[src/rtl/histogram_dump_reader.sv]
// Drains the duration histogram from the shared result BRAM once the writer has
// left its completion marker at word 0, optionally zeroing bins as they go out.
module histogram_dump_reader #(
   parameter int          NUM_BINS      = 256,
   parameter logic [31:0] POLL_INTERVAL = 32'd1000,
   parameter bit          CLEAR_ON_READ = 1'b1,
   parameter logic [31:0] DONE_MARKER   = 32'hffffffff
) (
   input  logic        clk,
   input  logic        reset,
   input  logic        enable,
   output logic [3:0]  we,
   output logic        en,
   output logic [31:0] addr,
   output logic [31:0] di,
   input  logic [31:0] dout,
   output logic [31:0] m_data,
   output logic        m_valid,
   input  logic        m_ready,
   output logic        m_last,
   output logic        dump_done,
   output logic [31:0] dump_count,
   output logic [2:0]  state_dbg
);

   typedef enum logic [2:0] {
      WAIT       = 3'd0,
      POLL_ADDR  = 3'd1,
      POLL_CHECK = 3'd2,
      RD_ADDR    = 3'd3,
      RD_CAPTURE = 3'd4,
      SEND       = 3'd5,
      CLEAR      = 3'd6,
      FINISH     = 3'd7
   } state_t;

   localparam logic [31:0] LAST_BIN   = 32'(NUM_BINS - 1);
   localparam logic [31:0] POLL_LIMIT = POLL_INTERVAL - 32'd1;

   state_t      state, state_n;
   logic [31:0] poll_cnt, poll_cnt_n;
   logic [31:0] bin, bin_n;
   logic [31:0] m_data_n;
   logic        m_valid_n, m_last_n;
   logic        dump_done_n;
   logic [31:0] dump_count_n;
   logic [31:0] bin_addr;
   logic        last_bin;

   assign en        = 1'b1;
   assign state_dbg = state;
   assign bin_addr  = {bin[29:0], 2'b00};
   assign last_bin  = (bin == LAST_BIN);

   always_ff @(posedge clk) begin
      if (reset) begin
         state      <= WAIT;
         poll_cnt   <= 32'd0;
         bin        <= 32'd0;
         m_data     <= 32'd0;
         m_valid    <= 1'b0;
         m_last     <= 1'b0;
         dump_done  <= 1'b0;
         dump_count <= 32'd0;
      end else begin
         state      <= state_n;
         poll_cnt   <= poll_cnt_n;
         bin        <= bin_n;
         m_data     <= m_data_n;
         m_valid    <= m_valid_n;
         m_last     <= m_last_n;
         dump_done  <= dump_done_n;
         dump_count <= dump_count_n;
      end
   end

   // Stream handshake: a word transfers on a clock edge where m_valid && m_ready;
   // once raised, m_valid/m_data/m_last hold until that edge (only reset drops them).
   always_comb begin
      state_n      = state;
      poll_cnt_n   = poll_cnt;
      bin_n        = bin;
      m_data_n     = m_data;
      m_valid_n    = m_valid;
      m_last_n     = m_last;
      dump_done_n  = 1'b0;
      dump_count_n = dump_count;
      we           = 4'b0000;
      di           = 32'd0;
      addr         = bin_addr;

      case (state)
         WAIT: begin
            addr       = 32'd0;
            poll_cnt_n = poll_cnt + 32'd1;
            if (enable && (poll_cnt >= POLL_LIMIT)) begin
               poll_cnt_n = 32'd0;
               state_n    = POLL_ADDR;
            end
         end
         POLL_ADDR: begin
            addr    = 32'd0;
            state_n = POLL_CHECK;
         end
         POLL_CHECK: begin
            if (dout == DONE_MARKER) begin
               bin_n   = 32'd1;
               state_n = RD_ADDR;
            end else begin
               state_n = WAIT;
            end
         end
         RD_ADDR: begin
            state_n = RD_CAPTURE;
         end
         RD_CAPTURE: begin
            m_data_n  = dout;
            m_valid_n = 1'b1;
            m_last_n  = last_bin;
            state_n   = SEND;
         end
         SEND: begin
            if (m_valid && m_ready) begin
               m_valid_n = 1'b0;
               m_last_n  = 1'b0;
               if (CLEAR_ON_READ) begin
                  state_n = CLEAR;
               end else if (last_bin) begin
                  state_n = FINISH;
               end else begin
                  bin_n   = bin + 32'd1;
                  state_n = RD_ADDR;
               end
            end
         end
         CLEAR: begin
            we = 4'b1111;
            if (last_bin) begin
               state_n = FINISH;
            end else begin
               bin_n   = bin + 32'd1;
               state_n = RD_ADDR;
            end
         end
         FINISH: begin
            we           = 4'b1111;
            addr         = 32'd0;
            dump_done_n  = 1'b1;
            dump_count_n = dump_count + 32'd1;
            state_n      = WAIT;
         end
         default: state_n = WAIT;
      endcase

      // A reset arriving mid-dump must not let the pending clear or marker write land.
      if (reset) begin
         we = 4'b0000;
      end
   end

endmodule

[config.mk]
export PLATFORM = sky130hd
export DESIGN_NAME = histogram_dump_reader
export DESIGN_NICKNAME = d
export VERILOG_FILES = /design/src/rtl/histogram_dump_reader.sv
export SDC_FILE = /design/constraint.sdc
export NUM_CORES = 1
export LEC_CHECK = 0
export ABC_CLOCK_PERIOD_IN_PS = 5900
export BUFFER_PORTS_ARGS = -buffer_cell sky130_fd_sc_hd__buf_2
export CAP_MARGIN = 20
export CORE_MARGIN = 2
export CORE_UTILIZATION = 57
export CTS_CLUSTER_SIZE = 28
export DETAILED_ROUTE_END_ITERATION = 8
export GPL_TIMING_DRIVEN = 0
export PLACE_DENSITY = 0.82
export SLEW_MARGIN = 20
export SYNTH_ARGS = -nofsm -noshare
export SYNTH_HDL_FRONTEND = slang
export SYNTH_SLANG_ARGS = --single-unit
export TNS_END_PERCENT = 100
[constraint.sdc]
create_clock -name clk -period 5.9 [get_ports clk]
set_input_delay 1.18 -clock clk [delete_from_list [all_inputs] [get_ports clk]]
set_output_delay 1.18 -clock clk [all_outputs]
set_load 0.03 [all_outputs]
=== After elaboration in Yosys (flattened, before gate mapping) ===
Index checks and enable logic that the tools add are counted.

* RAM bits: 0
* Latch bits: 0
* Output and inout port bits: 139
* Bits of input ports: 36
* Memory bits (read-only): 0
* Bits in registers: 134
* Memories: 0
* Logic and storage cells: 51

* Equality and inequality tests: 13
* Multiplexer cells: 16
* $add $sub $neg: 3
* $mul: 0
* Divide/modulo/power cells: 0
* Bitwise operators: 0
* $lt $le $gt $ge: 1
* Shift operators: 0
* Reductions and logical operators: 10

{| class="wikitable"
|+ Operator list
! cell !! count
|-
| $mux W32 || 4
|-
| $add A32 B1 Y32 const B || 3
|-
| $pmux W32 S2 || 1
|-
| $eq A32 B32 Y1 const B || 1
|-
| $eq A32 B8 Y1 const B || 1
|-
| $ge A32 B10 Y1 const B || 1
|-
| $pmux W3 S8 || 1
|-
| $eq A3 B3 Y1 const B || 4
|-
| $mux W3 || 3
|-
| $mux W4 || 2
|-
| $ne A2 B2 Y1 const B || 4
|-
| $eq A3 B2 Y1 const B || 2
|-
| $pmux W1 S2 || 2
|-
| $reduce_and A2 Y1 || 2
|-
| $reduce_bool A2 Y1 || 2
|-
| $eq A3 B1 Y1 const B || 1
|-
| $logic_not A3 Y1 || 1
|-
| $reduce_and A3 Y1 || 1
|-
| $reduce_or A3 Y1 || 1
|-
| $logic_and A1 B1 Y1 || 2
|-
| $mux W1 || 2
|-
| $mux W2 || 1
|-
| $reduce_or A2 Y1 || 1
|}

=== Logic depth before layout (Yosys ltp) ===
Gate-level depths: netlist of run 1.

* Depth after elaboration: 4
* Mapped depth: 9
* Mapped depth without buffers: 7

=== Worst setup path after synthesis of run 1 ===
OpenSTA, ideal clock, no wires.

* Path kind: input to output
* Start point: input port reset
* End point: output port we[1]
* Path buffers: 3
* Required time: 4.720 ns
* Arrival: 2.367 ns
* Stages on the path: 4
* Path slack: 2.353 ns
* Cell sequence: clkbuf_1 > buf_1 > nor2_1 > buf_4

* Word-level cells in the longest chain between the ends: 1

{| class="wikitable"
|+ RTL lines
! what !! RTL line !! RTL
|-
| start: declaration || 10 || <nowiki>input logic reset,</nowiki>
|-
| $mux W4 || 156 || <nowiki>if (reset) begin</nowiki>
|-
| end: declaration || 12 || <nowiki>output logic [3:0] we,</nowiki>
|}

No other way between the ends.

=== Worst setup path after layout of run 1 ===
* Start point: register state[0] (netlist: state_dbg[0])
* End point: output port addr[26]

* Word-level cells in the longest chain between the ends: 3
* Elaborated cells between the ends (all ways): 5
* Classes of those cells: 2 x eq/ne; 1 x mux; 2 x reduce/logical

{| class="wikitable"
|+ RTL lines
! what !! RTL line !! RTL
|-
| start: declaration || 40 || <nowiki>state_t state, state_n;</nowiki>
|-
| start signal: assignment || 66 || <nowiki>state <= state_n;</nowiki>
|-
| $eq A3 B3 Y1, or another cell as far along || 92 || <nowiki>case (state)</nowiki>
|-
| $reduce_or A3 Y1 (no line) * || - ||
|-
| $mux W32 * || 92 ||
|-
| end: declaration || 14 || <nowiki>output logic [31:0] addr,</nowiki>
|}

Mark *: on every way between the ends. The rest lies on a longest branch, timed or not.

==> results of run 1 <==
-- how the worst min path moves through the flow --
stage | from | end
after CTS | m_data[16]$_SDFFE_PP0P_ | m_data[16]$_SDFFE_PP0P_
after detailed placement | m_data[16]$_SDFFE_PP0P_ | m_data[16]$_SDFFE_PP0P_
after global routing | m_data[9]$_SDFFE_PP0P_ | m_data[9]$_SDFFE_PP0P_
final | m_data[21]$_SDFFE_PP0P_ | m_data[21]$_SDFFE_PP0P_
after floorplan | poll_cnt[1]$_SDFFE_PP0P_ | poll_cnt[1]$_SDFFE_PP0P_
after global placement | m_data[2]$_SDFFE_PP0P_ | m_data[2]$_SDFFE_PP0P_
-- layer usage --
layer  GRT usage  share of wire
met5           0              0
met4     0.08083          0.017
met3     0.04647          0.075
met2      0.4254           0.47
met1      0.3502           0.44
-- area by class of cell --
cell class	count	area [um^2]	share of cell area
Multi-Input combinational cell	619	3437	0.4261
Sequential cell	134	2683	0.3326
Timing Repair Buffer	139	695.7	0.08624
Clock inverter	10	103.9	0.01287
Buffer	72	426.7	0.05289
Inverter	20	75.07	0.009307
Tap cell	140	175.2	0.02172
Clock buffer	21	470.5	0.05832
-- power groups by stage --
| stage | Clock [mW] | Sequential [mW] | Combinational (mW) |
|---|---|---|---|
| 2_1_floorplan | 0 | 0.928 | 0.0666 |
| 5_1_grt | 1.08 | 0.908 | 0.103 |
| 4_1_cts | 1.04 | 0.909 | 0.0946 |
| 3_5_place_dp | 0 | 0.928 | 0.0931 |
| 6_report | 1.02 | 0.909 | 0.0959 |
| 3_3_place_gp | 0 | 0.928 | 0.0926 |
-- cells in the final DEF (no fill, tap or decap), types with 3 or more instances in the layout --
master	instances
mux2i_1	6
xnor2_1	51
clkinv_2	7
buf_2	141
nand2b_1	9
and3_1	7
buf_4	39
and4_1	7
clkbuf_16	17
a2111oi_0	6
nand3_1	30
nor4_1	13
inv_1	20
or3_1	3
and2_1	27
nor2_1	122
conb_1	35
clkbuf_1	30
or4_1	5
nor2b_1	4
xor2_1	29
dfxtp_1	134
a211oi_1	7
nor3_1	19
a21oi_1	50
nand2_1	114
clkbuf_8	3
ha_1	3
nand4_1	42
-- worst max-delay path: cells and delay by family, from the launching register on --
kind                   cells  cell delay, ns
buffers and inverters      4            1.16
and+or+nand+nor            3            0.65
DFF                        1            0.48
-- cells by family (layout without fill, tap and decap cells) --
kind of cell	Yosys count	after routing
and+or+nand+nor	415	415
DFF	134	134
buffers and inverters	92	262
AOI/OAI and AO/OA	80	80
xor gates and xnor gates	80	80
muxes	6	6
adders and majority gates	3	3
other	2	35
-- state kept, by name, summed over array words and instances, names as in the netlist --
register / flops
dump_done: 1
m_data: 32
m_valid: 1
state_dbg: 3
poll_cnt: 32
bin: 32
dump_count: 32
m_last: 1
==> results.tsv, run 1 <==
metric	value	unit
cp_slowest_stage_delay	0.48	ns
rrSetupSlack	3.37	ns
internal-power	1.586	mW
area_growth	24.15	%
place_hpwl	11490	um
drv_cap	0	
synth_top_family_by_area	simple AND/OR/NAND/NOR gates	
start_util	0.5916	
synth_area	6497	um^2
finalSetupViolCount	0	
stdcell_area	8066	um^2
grt_pass1_vias	5519	
utilization	0.7345	
slowest_stage	dfxtp_1	
cts_setup_buffers	0	
n_fill_cell	868	
wl	16440	um
synth-seq-area-share	0.4129	
yosys_warnings	0	
rsz0062_at_grt	false	
worst_ep_arrival_time	2.70	ns
setup-tns-final	0	ns
hold_ws	0.4488	ns
synthTopCellsByArea	dfxtp_1, nor2_1, xnor2_1, nand2_1, buf_4	
ys_types	50	
die_x	110.8	um
grt_max_degree	17	
power_density	251.6	nW/um^2
timing.rr.end	bin[7]$_SDFFE_PP0P_	
clock-root-buffer	clkbuf_16	
synth-compound-area-share	0.07510	
slew_violations	0	
fin_skew	0.01110	ns
synth_simple_gate_area_frac	0.3108	
pin_count	175	
start_kind	flop	
grt_usage	0.2598	
place_area	7492	um^2
vias	6198	
p_leak	3.381	nW
ys_ff_latch	134	
h-tree-depth	4	
cp_max_fo	10	
synth-edff-count	0	
pwr-share-clk	0.505	
drive_gt1_frac	0.2207	
end_kind	output pin	
holdBufCountCts	0	
timing.rr.start	state_dbg[1]$_SDFFE_PP0P_	
pwr-share-comb	0.047	
synthArstFlopShare	0	
place_inst	1124	
gp_congestion	0.8579	
clockBufferDepth	2	
fmax	0.2575	GHz
critPathKind	flop to output pin	
synthCells	812	
synth_xor_xnor_area_share	0.1078	
max_slew.worst_pin.slew	0.7707	ns
synth_top_area_frac	0.4129	
cts_tree	yes	
cts_sinks	134	
avgSynthCellArea	8.002	um^2
cts_buffers	17	
cp.required	4.72	ns
final_cells	1155	
total_power	2.030	mW
ir_drop	0.1773	mV
cts.clk_slew.worst_paths	0.05	ns
whs_path_depth	2	
via_per_inst	5.366	
grt_overflow_total	0	
fp.coreArea	10980	um^2
switching_power	0.4440	mW
grt_pass1_wl	26670	um
synthTopCellsByCount	dfxtp_1, nor2_1, nand2_1	
synth_ff_type	dfxtp_1	
wire_per_inst	14.23	um
synthAdderAreaFrac	0.005777	
drt-initial-drc-count	638	
ctsResizeCount	0	
critical_path.startpoint	state_dbg[0]$_SDFFE_PP0P_	
drt_first_pass_iters	5	
core.rowCount	38	
seqPwrFrac	0.448	
critPathCapture	addr[26]	
setup_slack	2.017	ns
dp_slack	2.090	ns
path_cells	clkbuf_1 > and3_1 > clkbuf_1 > nor2_1 > clkbuf_1 > and2_1 > buf_2	
worst_path_most_repeated_cell	clkbuf_1	
final_nets	1042	
synth_most_common_cell	dfxtp_1	
outcome	complete, no violations	
post-route-period-util	0.6582	
dieHeight	110.8	um
dieArea	12270	um^2
yosysTopAreaCell	dfxtp_1	
antenna_found_initial	0	
ant_nets	0	
reg2regPathDepth	8	
hold_violations	0	
min_path_type	flop to flop	
muxShareOfSynthArea	0.009243	
max-slew-margin-rel	0.4794	
fin_crit	3.883	ns
diodes	0	
drc	0	
placement.io_buffers	139	
netSwitchingFraction	0.2187	
clock_latency	0.41	ns
No activity file was read; power rests on OpenSTA's default activity.
==> run 2, diff against run 1 <==
- ABC_CLOCK_PERIOD_IN_PS: 5900 -> 3400
- CORE_UTILIZATION: 57 -> 48
- PLACE_DENSITY: 0.82 -> 0.73
- clock period: 5.9 -> 3.4 ns (I/O delays scaled with it)
==> results.tsv, run 2 (synthesis gave the netlist of run 1 again) <==
metric	value	unit
outcome	complete, no violations	
final_cells	1191	
critPathKind	flop to output pin	
antenna_found_initial	0	
fin_skew	0.008654	ns
rsz0062_at_grt	false	
drive_gt1_frac	0.2236	
dieArea	14480	um^2
post-route-period-util	0.9299	
diodes	0	
cts_sinks	134	
clock-root-buffer	clkbuf_16	
seqPwrFrac	0.419	
worst_ep_arrival_time	2.48	ns
netSwitchingFraction	0.2208	
final_nets	1041	
min_path_type	flop to flop	
wl_met2	7591	um
slew_violations	0	
via_per_inst	5.170	
wl_met3	1167	um
wirelength_met1	7519	um
cp_max_fo	10	
critPathBufInv	3	
grt_max_degree	17	
crit_family	buffers and inverters	
layout_common_cells	buf_2, dfxtp_1, nor2_1	
grt_pass1_vias	5469	
cts.clk_slew.worst_paths	0.06	ns
wire_per_inst	13.78	um
cp_slowest_stage_delay	0.49	ns
clockBufferDepth	2	
setup-tns-final	0	ns
cp.required	2.72	ns
fp.coreArea	13240	um^2
end_kind	output pin	
h-tree-depth	4	
p_leak	3.401	nW
start_kind	flop	
fin_crit	3.162	ns
finalSetupViolCount	0	
max-slew-margin-rel	0.5404	
clock_latency	0.42	ns
worst_path_most_repeated_cell	clkbuf_1	
slowest_stage	dfxtp_1	
drv_cap	0	
pwr-share-clk	0.538	
gp_congestion	0.8406	
dieHeight	120.3	um
path_cells	clkbuf_1 > nor2_1 > nor2_2 > clkbuf_1 > and2_1 > buf_2	
mostFrequentLayoutCell	buf_2	
place_hpwl	11900	um
pwr-share-comb	0.043	
cts_tree	yes	
grt_usage	0.2255	
internal-power	2.933	mW
ir_drop	0.3426	mV
drt_first_pass_iters	5	
start_util	0.4906	
hold_violations	0	
switching_power	0.8312	mW
area_growth	26.03	%
cts_buffers	17	
max_slew.worst_pin.slew	0.6805	ns
core.rowCount	42	
fmax	0.3163	GHz
drt-initial-drc-count	517	
grt_overflow_total	0	
wl	16410	um
ant_nets	0	
vias	6158	
place_inst	1160	
pin_count	175	
die_x	120.3	um
power_density	459.7	nW/um^2
placement.io_buffers	139	
highest-signal-layer	met4	
drc	0	
grt_pass1_wl	26460	um
[run 2: cell types whose count changed in the layout (fill, tap and decap cells not counted)]
cell and delta:
clkinv_4 +3, bufinv_16 +3, nor2_2 +1, clkbuf_1 -2, clkinvlp_4 +2, inv_6 +2
clkinv_2 -5, nor2_1 -1, clkbuf_8 -3
[run 2: area by class of cell]
| type | instances | area, um^2 |
|---|---|---|
| Buffer | 71 | 422.9 |
| Clock buffer | 17 | 425.4 |
| Clock inverter | 15 | 227.7 |
| Fill cell | 1188 | 5054 |
| Inverter | 20 | 75.07 |
| Multi-Input combinational cell | 619 | 3440 |
| Sequential cell | 134 | 2683 |
| Tap cell | 176 | 220.2 |
| Timing Repair Buffer | 139 | 695.7 |
[run 2: metrics by stage]
| step | area [um^2] | utilization | worst slack, ns | total power [mW] | hold slack [ns] |
|---|---|---|---|---|---|
| after CTS | 8190 | 0.6185 | 0.03352 | 3.790 | 0.4537 |
| after floorplan | 6621 | - | 0.8534 | 1.726 | 0.4488 |
| after detailed placement | 7537 | 0.5692 | 0.4816 | 1.772 | 0.4456 |
| final | 8189 | 0.6184 | 0.2383 | 3.764 | 0.4516 |
| after global placement | 7537 | 0.5692 | 0.4808 | 1.772 | 0.4401 |
| after global routing | 8189 | 0.6184 | 0.01085 | 3.875 | 0.4702 |
[run 2: final timing paths]
| path | endpoint | cells past startpoint | slack (ns) | startpoint |
|---|---|---|---|---|
| setup / recovery | addr[17] | 6 | 0.24 | state_dbg[1]$_SDFFE_PP0P_ |
| setup reg to reg | bin[7]$_SDFFE_PP0P_ | 8 | 0.89 | state_dbg[1]$_SDFFE_PP0P_ |
| hold reg to reg | m_data[0]$_SDFFE_PP0P_ | 2 | 0.45 | m_data[0]$_SDFFE_PP0P_ |
| hold / removal | m_data[0]$_SDFFE_PP0P_ | 2 | 0.45 | m_data[0]$_SDFFE_PP0P_ |
[run 2: repair_timing]
| item | CTS | global route |
|---|---|---|
| setup buffers | 0 | 0 |
| endpoints found under the hold margin | 0 | 0 |
| hold buffers | 0 | 0 |
| resized for setup | 0 | 1 |
| setup endpoints to repair | 0 | 20 |
[run 2: power groups by stage]
stage	Combinational (mW)	Sequential (mW)	Clock, mW
3_5_place_dp	0.161	1.61	0
5_1_grt	0.176	1.58	2.12
2_1_floorplan	0.116	1.61	0
4_1_cts	0.162	1.58	2.05
6_report	0.163	1.58	2.02
3_3_place_gp	0.161	1.61	0
[run 2: metal layers]
metal | track usage | up-vias
met1 | 0.2993 | 2846
li1 | - | 3075
met2 | 0.3693 | 227
met3 | 0.05566 | 10
met4 | 0.05669 | 0
met5 | 0 | -
[run 2: tightest hold or removal path: stages (launching register included)]
cell	delay [ns]
dfxtp_1	0.30
nand2_1	0.05
a21oi_1	0.05
